==> src/rtl/matrix_element_serializer.sv <==
// Snapshots a MAX_DIM x MAX_DIM element bank on start and streams the active row x col
// window over valid/ready. Optional trailing checksum beat: MATRIX_SERIALIZER_CHECKSUM_EN.
module matrix_element_serializer #(
    parameter int WIDTH   = 8,
    parameter int MAX_DIM = 5
) (
    input  logic                                  clk,
    input  logic                                  rst,
    input  logic [MAX_DIM*MAX_DIM-1:0][WIDTH-1:0] matrix_in,
    input  logic [2:0]                            row,
    input  logic [2:0]                            col,
    input  logic                                  start,
    output logic [WIDTH-1:0]                      elem_data,
    output logic [2:0]                            elem_row,
    output logic [2:0]                            elem_col,
    output logic                                  elem_valid,
    input  logic                                  elem_ready,
    output logic                                  elem_eol,
    output logic                                  elem_eof,
    output logic                                  busy,
    output logic                                  done
);
    localparam int          NELEM = MAX_DIM * MAX_DIM;
    localparam int          IW    = $clog2(NELEM);
    localparam logic [2:0]  MAXD  = 3'(MAX_DIM);

    typedef enum logic [1:0] {IDLE, SEND, DONE, SUM} state_t;

    state_t           state_q, state_d;
    logic [WIDTH-1:0] snap_q [NELEM];
    logic [2:0]       row_l_q, row_l_d, col_l_q, col_l_d;
    logic [2:0]       r_q, r_d, c_q, c_d;
    logic             cap;
    logic             eol, last;
    logic [IW-1:0]    idx;
`ifdef MATRIX_SERIALIZER_CHECKSUM_EN
    logic [WIDTH-1:0] sum_q, sum_d;
`endif

    function automatic logic [2:0] clamp_dim(input logic [2:0] d);
        if (d == 3'd0) return 3'd1;
        if (d > MAXD)  return MAXD;
        return d;
    endfunction

    assign idx  = IW'(r_q) * IW'(MAX_DIM) + IW'(c_q);
    assign eol  = (c_q == col_l_q - 3'd1);
    assign last = eol && (r_q == row_l_q - 3'd1);
    assign cap  = (state_q == IDLE) && start;

    always_comb begin
        state_d    = state_q;
        row_l_d    = row_l_q;
        col_l_d    = col_l_q;
        r_d        = r_q;
        c_d        = c_q;
        elem_data  = '0;
        elem_row   = '0;
        elem_col   = '0;
        elem_valid = 1'b0;
        elem_eol   = 1'b0;
        elem_eof   = 1'b0;
        busy       = 1'b0;
        done       = 1'b0;
`ifdef MATRIX_SERIALIZER_CHECKSUM_EN
        sum_d      = sum_q;
`endif
        case (state_q)
            IDLE: begin
                if (start) begin
                    state_d = SEND;
                    row_l_d = clamp_dim(row);
                    col_l_d = clamp_dim(col);
                    r_d     = '0;
                    c_d     = '0;
`ifdef MATRIX_SERIALIZER_CHECKSUM_EN
                    sum_d   = '0;
`endif
                end
            end
            SEND: begin
                busy       = 1'b1;
                elem_valid = 1'b1;
                elem_data  = snap_q[idx];
                elem_row   = r_q;
                elem_col   = c_q;
                elem_eol   = eol;
`ifdef MATRIX_SERIALIZER_CHECKSUM_EN
                elem_eof   = 1'b0;
`else
                elem_eof   = last;
`endif
                if (elem_ready) begin
`ifdef MATRIX_SERIALIZER_CHECKSUM_EN
                    sum_d = sum_q + snap_q[idx];
`endif
                    if (last) begin
`ifdef MATRIX_SERIALIZER_CHECKSUM_EN
                        state_d = SUM;
`else
                        state_d = DONE;
`endif
                    end else if (eol) begin
                        c_d = '0;
                        r_d = r_q + 3'd1;
                    end else begin
                        c_d = c_q + 3'd1;
                    end
                end
            end
            SUM: begin
                // Checksum trailer; unreachable in the default build
                busy       = 1'b1;
                elem_valid = 1'b1;
                elem_row   = 3'd7;
                elem_col   = 3'd7;
                elem_eol   = 1'b1;
                elem_eof   = 1'b1;
`ifdef MATRIX_SERIALIZER_CHECKSUM_EN
                elem_data  = sum_q;
`endif
                if (elem_ready) state_d = DONE;
            end
            DONE: begin
                done    = 1'b1;
                state_d = IDLE;
            end
            default: state_d = IDLE;
        endcase
    end

    always_ff @(posedge clk or posedge rst) begin
        if (rst) begin
            state_q <= IDLE;
            row_l_q <= 3'd1;
            col_l_q <= 3'd1;
            r_q     <= '0;
            c_q     <= '0;
`ifdef MATRIX_SERIALIZER_CHECKSUM_EN
            sum_q   <= '0;
`endif
        end else begin
            state_q <= state_d;
            row_l_q <= row_l_d;
            col_l_q <= col_l_d;
            r_q     <= r_d;
            c_q     <= c_d;
`ifdef MATRIX_SERIALIZER_CHECKSUM_EN
            sum_q   <= sum_d;
`endif
        end
    end

    // Snapshot only loads on an accepted start, so matrix_in may change freely mid-frame
    always_ff @(posedge clk or posedge rst) begin
        if (rst) begin
            for (int k = 0; k < NELEM; k++) snap_q[k] <= '0;
        end else if (cap) begin
            for (int k = 0; k < NELEM; k++) snap_q[k] <= matrix_in[k];
        end
    end

endmodule

==> config.mk <==
export PLATFORM = sky130hd
export DESIGN_NAME = matrix_element_serializer
export DESIGN_NICKNAME = d
export VERILOG_FILES = /design/src/rtl/matrix_element_serializer.sv
export SDC_FILE = /design/constraint.sdc
export NUM_CORES = 1
export LEC_CHECK = 0
export CAP_MARGIN = 10
export CORE_MARGIN = 5
export CORE_UTILIZATION = 60
export CTS_CLUSTER_SIZE = 40
export DETAILED_ROUTE_END_ITERATION = 8
export DONT_BUFFER_PORTS = 1
export PLACE_DENSITY = 0.74
export REMOVE_ABC_BUFFERS = 1
export SYNTH_ARGS = -nofsm -noshare
export SYNTH_HDL_FRONTEND = slang
export SYNTH_SLANG_ARGS = --single-unit
==> constraint.sdc <==
create_clock -name clk -period 10.2 [get_ports clk]
set_input_delay 2.04 -clock clk [delete_from_list [all_inputs] [get_ports clk]]
set_output_delay 2.04 -clock clk [all_outputs]
set_load 0.01 [all_outputs]
* Yosys cells after proc, flatten, opt, wreduce, memory -nomap -nowiden
Cells that the tools add are included.
Storage, ports and cells: bits in registers 214, input port bits 210, output and inout bits 19, logic and storage cells 108
Operators by class: add/subtract/negate cells 5, multipliers 1, order comparisons 3, equal/unequal tests 11, multiplexer cells 46, bitwise operators 1, reduce and logical (&&, ||, !) cells 11
Operators with widths (count):
- 3-bit 2-to-1 mux | 15
- 8-bit binary-select mux with 5-bit select | 1
- 8-bit 2-to-1 mux | 3
- 3-bit one-hot mux with 2 select lines | 4
- 1-bit 2-to-1 mux | 16
- 2-bit != test (second input constant) | 6
- 2-bit 2-to-1 mux | 4
- 2-bit one-hot mux with 4 select lines | 1
- 4-bit AND reduction | 2
- 3-bit by 1-bit adder with 3-bit output (second input constant) | 2
- 3-bit equality test | 2
- 6-bit greater-or-equal comparator (second input constant) | 1
- 3-bit greater-than comparator (second input constant) | 2
- 3-bit logical NOT | 2
- 5-bit inverter with 6-bit output | 1
- 3-bit by 1-bit subtractor with 3-bit output (second input constant) | 2
- 5-bit by 3-bit adder with 5-bit output | 1
- 3-bit by 3-bit multiplier with 5-bit output (second input constant) | 1
- 5-bit AND reduction | 1
- 2-bit equality test (second input constant) | 2
- 1-bit one-hot mux with 2 select lines | 2
- 2-bit by 1-bit equality test with 1-bit output (second input constant) | 1
- 1-bit logical AND | 2
- 2-bit logical NOT | 1
- other kinds (3) | 3

* Longest topological paths before layout
Gate-level depths: netlist of run 1.
depth after elaboration 9, mapped depth 10, mapped depth without buffers 9

* Worst setup path before layout of run 1
No wires, ideal clock.
path kind register to output, start point register r_q[0], end point output elem_data[0], arrival 2693 ps, data required time 8160 ps, slack 5467 ps, cell stages (with the launch flop) 11, path buffers 1, path through dfrtp_1 -> ha_1 -> ha_1 -> inv_1 -> fa_1 -> xor2_1 -> buf_2 -> nor2_1 -> a22oi_1 -> and3_1 -> a211oi_1
Between the ends: word-level cells in the longest chain between the ends 7
RTL lines:
- start, declared | RTL line 32 | logic [2:0] r_q, r_d, c_q, c_d;
- start signal, assigned | RTL line 146 | r_q <= r_d;
- 3-bit by 3-bit multiplier with 5-bit output | RTL line 46 | assign idx = IW'(r_q) * IW'(MAX_DIM) + IW'(c_q);
- 5-bit by 3-bit adder with 5-bit output | RTL line 46
- 5-bit inverter with 6-bit output (not written as such) | RTL line 84 | elem_data = snap_q[idx];
- 8-bit binary-select mux with 5-bit select | RTL line 84
- 8-bit 2-to-1 mux (not written as such) (2 in a row) | RTL line 84
- 8-bit 2-to-1 mux | RTL line 68 | case (state_q)
- end, declared | RTL line 13 | output logic [WIDTH-1:0] elem_data,
No other way between the ends. The select of a mux whose other input is x is not followed.

* Worst setup path in the final report of run 1
start point register r_q[0], end point output elem_data[2]
Same word-level chain as after synthesis.

==> summary.txt, run 1 <==
Outcome
  – Outcome: finished clean

Synthesis
  – EDFF count, synth: 0
  – Commonest cells in the synthesized netlist: dfrtp_1 (212), mux2_2 (210), mux4_2 (31), mux2i_1 (26), a22oi_1 (24)
  – Ys Warns: 0
  – Synth top area cells: dfrtp_1 (52%), mux2_2 (23%), mux4_2 (6.8%)
  – Area leader, netlist: dfrtp_1
  – Most common cell in the netlist: dfrtp_1
  – Sequential-to-total area share from yosys stat: 52.5%
  – Synth Cell Area: 10,200 um^2
  – Seq cells post-synth: 214
  – Post-synth ARST share: 100%
  – Cells after synthesis: 689
  – Yosys top cell area share: 52.0%
  – Synth cell types: 45
  – Ys flop type: dfrtp_1
  – Syn_area_per_cell: 14.8 um^2

Timing
  – Fmax: 161 MHz
  – Final Setup Violations: 0
  – Max Slew Vio Count: 0
  – Final hold vios: 0
  – RSZ-0062 raised after global routing: false
  – Period Utilization, post-route: 60.9%
  – Final Hold Slack: 0.503 ns
  – Skew final: 0.00819 ns
  – Min cycle time layout: 6.21 ns
  – Worst-Margin Slew: 1.09 ns
  – Setup WS post-layout: 3.99 ns
  – Relative slew slack: 27.1%

Detailed routing
  – Pre-Repair DR Iteration Count: 4
  – Initial drt markers: 229
  – Via count: 5,791
  – DRC Markers: 0
  – DR WL/cell: 25.5 um
  – Final ANT Viol Nets: 0
  – Number of vias per cell: 6.36
  – Final WL: 23.3 mm

Clock tree
  – H-tree depth: 1
  – Post-CTS Setup Inserts: 0
  – Clock Latency Late Sink: 0.51 ns
  – Clk buf depth: 3
  – Clock Sinks: 214
  – CTS Hold Bufs: 0
  – CTS Root Cell: clkbuf_16
  – CTS-repair resized insts: 0
  – CTS tree: done
  – TritonCTS buffer count: 23
  – Clock Pin Slew Worst Setup and Hold Paths: 0.06 ns

Global route
  – Antenna violations before repair: 12
  – GR Util met3: 9.17%
  – Vias in the first global route: 6,377
  – M1 GR Usage: 30.1%
  – Pin count of the biggest net entering global routing: 142
  – Gr usage total: 23.4%
  – GRT busiest layer: met2
  – First-pass GRT wire length: 36.5 mm
  – GRT overflow: 0
  – Global Route met2 Usage: 37.8%

Placed design
  – RD Place Congestion: 0.827
  – # port buffers: 0
  – Placed instance area: 10,200 um^2
  – Dpl hpwl: 16.9 mm
  – Place WS: 4.47 ns

Floorplanning
  – Starting Density: 61.3%
  – Die Span Y: 140 um
  – Die area: 19,700 um^2
  – Die Wd: 140 um
  – I/O Pins: 229
  – Core footprint: 16,600 um^2
  – Cell Rows: 47

Power and ir drop
  – Final Power: 5.03 mW
  – Leak: 4.60 nW
  – VDD IR max: 303 uV
  – Power density over the cells: 456 nW/um^2

Hold path
  – Tightest Hold Check Type: flip-flop to flip-flop

Final layout
  – Fin nets: 896
  – Area grow syn2layout: 8.15%
  – Final core occ: 66.3%
  – Post-route cell area: 11,000 um^2
  – Layout cells sized above 1: 43.5%

Worst setup path
  – CP required: 8.16 ns
  – Arr. time, crit path: 4.17 ns
  – R2R Setup Slk: 6.99 ns
  – Setup CP Type: flip-flop to output pin
  – Setup crit start kind: flip-flop
  – CP Max Fanout: 11
  – Crit end category: output pin

Job
  – Max Cap Violations: 0
final cells by class:
cell class / count / area [um^2]
inverter: 12 / 52.6
multi-input combinational: 416 / 4500
sequential: 214 / 5360
clock inverter: 11 / 148
tap: 220 / 275
antenna: 3 / 7.51
timing repair buffer: 6 / 45.0
fill: 1204 / 5610
clock buffer: 29 / 648
critical path, cell delays in order (launching register included):
cell and delay (ns):
dfrtp_1 0.47, ha_1 0.33, ha_1 0.30, inv_1 0.05, fa_1 0.41, xor2_1 0.32, nor2_1 0.69, a22oi_1 0.31
and3_1 0.25, a211oi_1 0.53
path summary, 6_finish.rpt:
kind                                end       start  cells past startpoint
setup reg to reg            snap_q[131]  state_q[0]                      5
max in group asynchronous    snap_q[90]         rst                      2
hold / removal               snap_q[49]  snap_q[49]                      1
setup / recovery           elem_data[2]      r_q[0]                      9
hold reg to reg              snap_q[49]  snap_q[49]                      1
min in group asynchronous    snap_q[14]         rst                      1
per-stage QoR:
step	TNS (ns)	std cells
5_1_grt	0	911
4_1_cts	0	908
6_report	0	911
3_3_place_gp	0	868
3_5_place_dp	0	868
2_1_floorplan	-188.49	642
logic make-up (layout without fill, tap and decap cells):
logic type               count (synthesis)  count (layout)  share of synthesized area (%)
XOR/XNOR                                12              12                           1.30
AND/OR/NAND/NOR                         44              44                           2.43
buffers and inverters                   59              58                           3.65
flip-flops                             214             214                           52.5
multiplexers                           268             268                           32.8
adder cells (fa/ha/maj)                 13              13                           1.67
AO/OA/AOI/OAI                           79              79                           5.62
other                                    0               3                              0
placed cells by master, fill, tap and decap left out, types with 2 or more instances in the layout:
master and instances:
a211oi_1 7, a21o_1 2, a21oi_1 12, a22oi_1 24
and2_1 3, and3_1 10, buf_4 6, bufinv_16 3
clkbuf_16 23, clkbuf_8 5, clkinv_2 6, dfrtp_1 212
dfstp_2 2, diode_2 3, ha_1 10, inv_1 11
mux2_2 210, mux2i_1 26, mux4_2 31, nand2_1 10
nand2b_1 2, nand3_1 3, nand3b_1 2, nor2_1 6
nor2b_1 3, nor3_2 2, o2111ai_1 8, o211ai_1 3
o21a_1 7, o21ai_0 8, xnor2_1 4, xnor3_1 2
xor2_1 5
state kept, by name, indices dropped and copies added (netlist names):
| name | count |
|---|---|
| state_q | 2 |
| snap_q | 200 |
| col_l_q | 3 |
| c_q | 3 |
| r_q | 3 |
| row_l_q | 3 |
layer usage:
metal / routed length, um / part of all wire [%]
met2: 11300 / 48
met1: 9210 / 40
met4: 542 / 2.3
met5: 126 / 0.54
met3: 2110 / 9.1
power breakdown:
group	switching, mW	internal (mW)	total (mW)
registers	0.248	1.29	1.53
logic	1.37	1.27	2.64
clock network	0.332	0.527	0.859
(Power assumes the default switching activity.)
==> run 2: changes to the inputs <==
CORE_UTILIZATION = 58   (was 60)
clock period = 5.05 ns   (was 10.2 ns; I/O delays follow)
==> summary.txt, run 2 (synthesis results as in run 1) <==
Clock tree
  – TritonCTS buffer count: 23 (unchanged)
  – Clock Sinks: 214 (unchanged)
  – Clock Latency Late Sink: 0.51 ns (about the same)
  – CTS tree: done (unchanged)
  – CTS-repair resized insts: 0 (unchanged)
  – CTS Hold Bufs: 0 (unchanged)
  – H-tree depth: 1 (unchanged)
  – Clk buf depth: 3 (unchanged)
  – Post-CTS Setup Inserts: 0 (unchanged)
  – Clock Pin Slew Worst Setup and Hold Paths: 0.06 ns (about the same)
  – CTS Root Cell: clkbuf_16 (unchanged)

Worst setup path
  – Worst path bufs/invs: 2 (was 1)
  – Setup crit start kind: flip-flop (unchanged)
  – Crit end category: output pin (unchanged)
  – Crit path max-delay family: adder cells (unchanged)
  – Arr. time, crit path: 3.81 ns (was 4.17 ns)
  – Worst path cell trace: ha_1 -> ha_4 -> buf_4 -> mux2i_1 -> a22oi_1 -> o2111ai_1 -> a211oi_1 -> buf_4 (was ha_1 -> ha_1 -> inv_1 -> fa_1 -> xor2_1 -> nor2_1 -> a22oi_1 -> and3_1 -> a211oi_1)
  – Setup CP Type: flip-flop to output pin (unchanged)
  – CP required: 4.04 ns (was 8.16 ns)
  – Slowest stage delay, CP: 0.71 ns (was 0.69 ns)
  – CP max-delay cell: ha_4 (was nor2_1)
  – Critical path's most frequent cell: buf_4 (was ha_1)
  – CP Max Fanout: 42 (was 11)

Timing
  – Final Setup Violations: 0 (unchanged)
  – Fmax: 208 MHz
  – Max Slew Vio Count: 0 (unchanged)
  – Setup_tns: 0 ns (unchanged)
  – Skew final: 0.00923 ns (was 0.00819 ns)
  – Setup WS post-layout: 0.232 ns (was 3.99 ns)
  – Final hold vios: 0 (unchanged)
  – Final Hold Slack: 0.502 ns (was 0.503 ns)
  – Min cycle time layout: 4.82 ns
  – Relative slew slack: 33.0% (was 27.1%)
  – Period Utilization, post-route: 95.4%
  – RSZ-0062 raised after global routing: false (unchanged)
  – Worst-Margin Slew: 1.01 ns (was 1.09 ns)

Global route
  – Vias in the first global route: 6,500 (was 6,377)
  – First-pass GRT wire length: 36.4 mm (was 36.5 mm)
  – Gr usage total: 22.8% (was 23.4%)
  – Antenna violations before repair: 11 (was 12)
  – GRT overflow: 0 (unchanged)
  – Pin count of the biggest net entering global routing: 150 (was 142)

Final layout
  – Fin nets: 904 (was 896)
  – Largest Register: snap_q (unchanged)
  – Cell Count, Final, Fillers Out: 926 (was 911)
  – Most common cell after layout, fill and taps aside: dfrtp_1 (unchanged)
  – Max FFs per register: 200 (unchanged)
  – Most frequent cells in the layout: dfrtp_1 (212), mux2_2 (210), mux4_2 (31) (unchanged)
  – Layout cells sized above 1: 43.5% (about the same)
  – Area grow syn2layout: 8.44% (was 8.15%)

Placed design
  – RD Place Congestion: 0.808 (was 0.827)
  – # port buffers: 0 (unchanged)
  – Inst Count DP: 881 (was 868)
  – Place WS: 0.773 ns (was 4.47 ns)
  – Dpl hpwl: 16.9 mm (about the same)

Floorplanning
  – Core footprint: 17,300 um^2 (was 16,600 um^2)
  – Die Span Y: 143 um (was 140 um)
  – Starting Density: 59.0% (was 61.3%)
  – Die area: 20,300 um^2 (was 19,700 um^2)
  – Cell Rows: 48 (was 47)
  – Die Wd: 143 um (was 140 um)
  – I/O Pins: 229 (unchanged)

Job
  – Max Cap Violations: 0 (unchanged)

Hold path
  – Tightest Hold Check Type: flip-flop to flip-flop (unchanged)

Detailed routing
  – Number of vias per cell: 6.21 (was 6.36)
  – Via count: 5,750 (was 5,791)
  – DRC Markers: 0 (unchanged)
  – Final WL: 23.1 mm (was 23.3 mm)
  – Final ANT Viol Nets: 0 (unchanged)
  – DR WL/cell: 24.9 um (was 25.5 um)
  – Initial drt markers: 273 (was 229)
  – Pre-Repair DR Iteration Count: 4 (unchanged)

Power and ir drop
  – Final Power: 10.3 mW (was 5.03 mW)
  – Power density over the cells: 928 nW/um^2 (was 456 nW/um^2)
  – Switching share of total power: 38.2% (was 38.7%)
  – Internal Pwr Total: 6.35 mW (was 3.09 mW)
  – Sw power: 3.92 mW (was 1.95 mW)
  – Leak: 4.61 nW (was 4.60 nW)
  – Seq pwr share: 30.4% (was 30.5%)
  – Clk pwr share: 15.7% (was 17.1%)
  – Comb pwr share: 53.9% (was 52.5%)
  – VDD IR max: 554 uV (was 303 uV)

Outcome
  – Outcome: finished clean (unchanged)
-- run 2: final timing paths --
kind / startpoint / end / slack, ns / cells past startpoint
min in group asynchronous: rst / snap_q[183] / 0.58 / 1
max in group asynchronous: rst / row_l_q[0] / 3.37 / 2
worst min register to register: snap_q[199] / snap_q[199] / 0.50 / 1
worst min-delay path: snap_q[199] / snap_q[199] / 0.50 / 1
worst max register to register: state_q[0] / snap_q[169] / 2.19 / 4
worst max-delay path: r_q[1] / elem_data[5] / 0.23 / 8
-- run 2: power groups by stage --
stage / clock network (mW) / registers (mW) / logic, mW
floorplan: 0 / 2.95 / 4.23
global placement: 0 / 3.06 / 5.51
detailed placement: 0 / 3.14 / 5.61
CTS: 1.65 / 3.12 / 5.64
global route: 1.72 / 3.23 / 6.00
finish: 1.61 / 3.12 / 5.54
-- run 2: stage by stage --
| stage | util (%) | cell area (um^2) |
|---|---|---|
| global placement | 59.7 | 10300 |
| floorplan | - | 9880 |
| CTS | 63.9 | 11100 |
| detailed placement | 59.7 | 10300 |
| global route | 64.0 | 11100 |
| finish | 64.0 | 11100 |
-- run 2: cell type report --
| cell class | count | area (um^2) |
|---|---|---|
| Timing Repair Buffer | 14 | 130 |
| Inverter | 12 | 52.6 |
| Tap cell | 225 | 282 |
| Antenna cell | 4 | 10.0 |
| Fill cell | 1235 | 6230 |
| Clock buffer | 34 | 667 |
| Clock inverter | 7 | 63.8 |
| Multi-Input combinational cell | 416 | 4500 |
| Sequential cell | 214 | 5360 |
-- run 2: worst reg2reg max path: cells and delay by family, from the launching register on --
family / cells / cell delay, ns
buffers and inverters: 1 / 0.48
and+or+nand+nor: 1 / 0.59
DFF: 1 / 0.87
muxes: 2 / 0.82
-- run 2: metal layers --
metal / track usage, % / up-vias / wire [um]
met3: 8.00 / 45 / 2010
met1: 28.9 / 2952 / 9050
met4: 5.10 / 14 / 439
li1: - / 2559 / -
met2: 38.4 / 180 / 11500
met5: 0 / - / 96
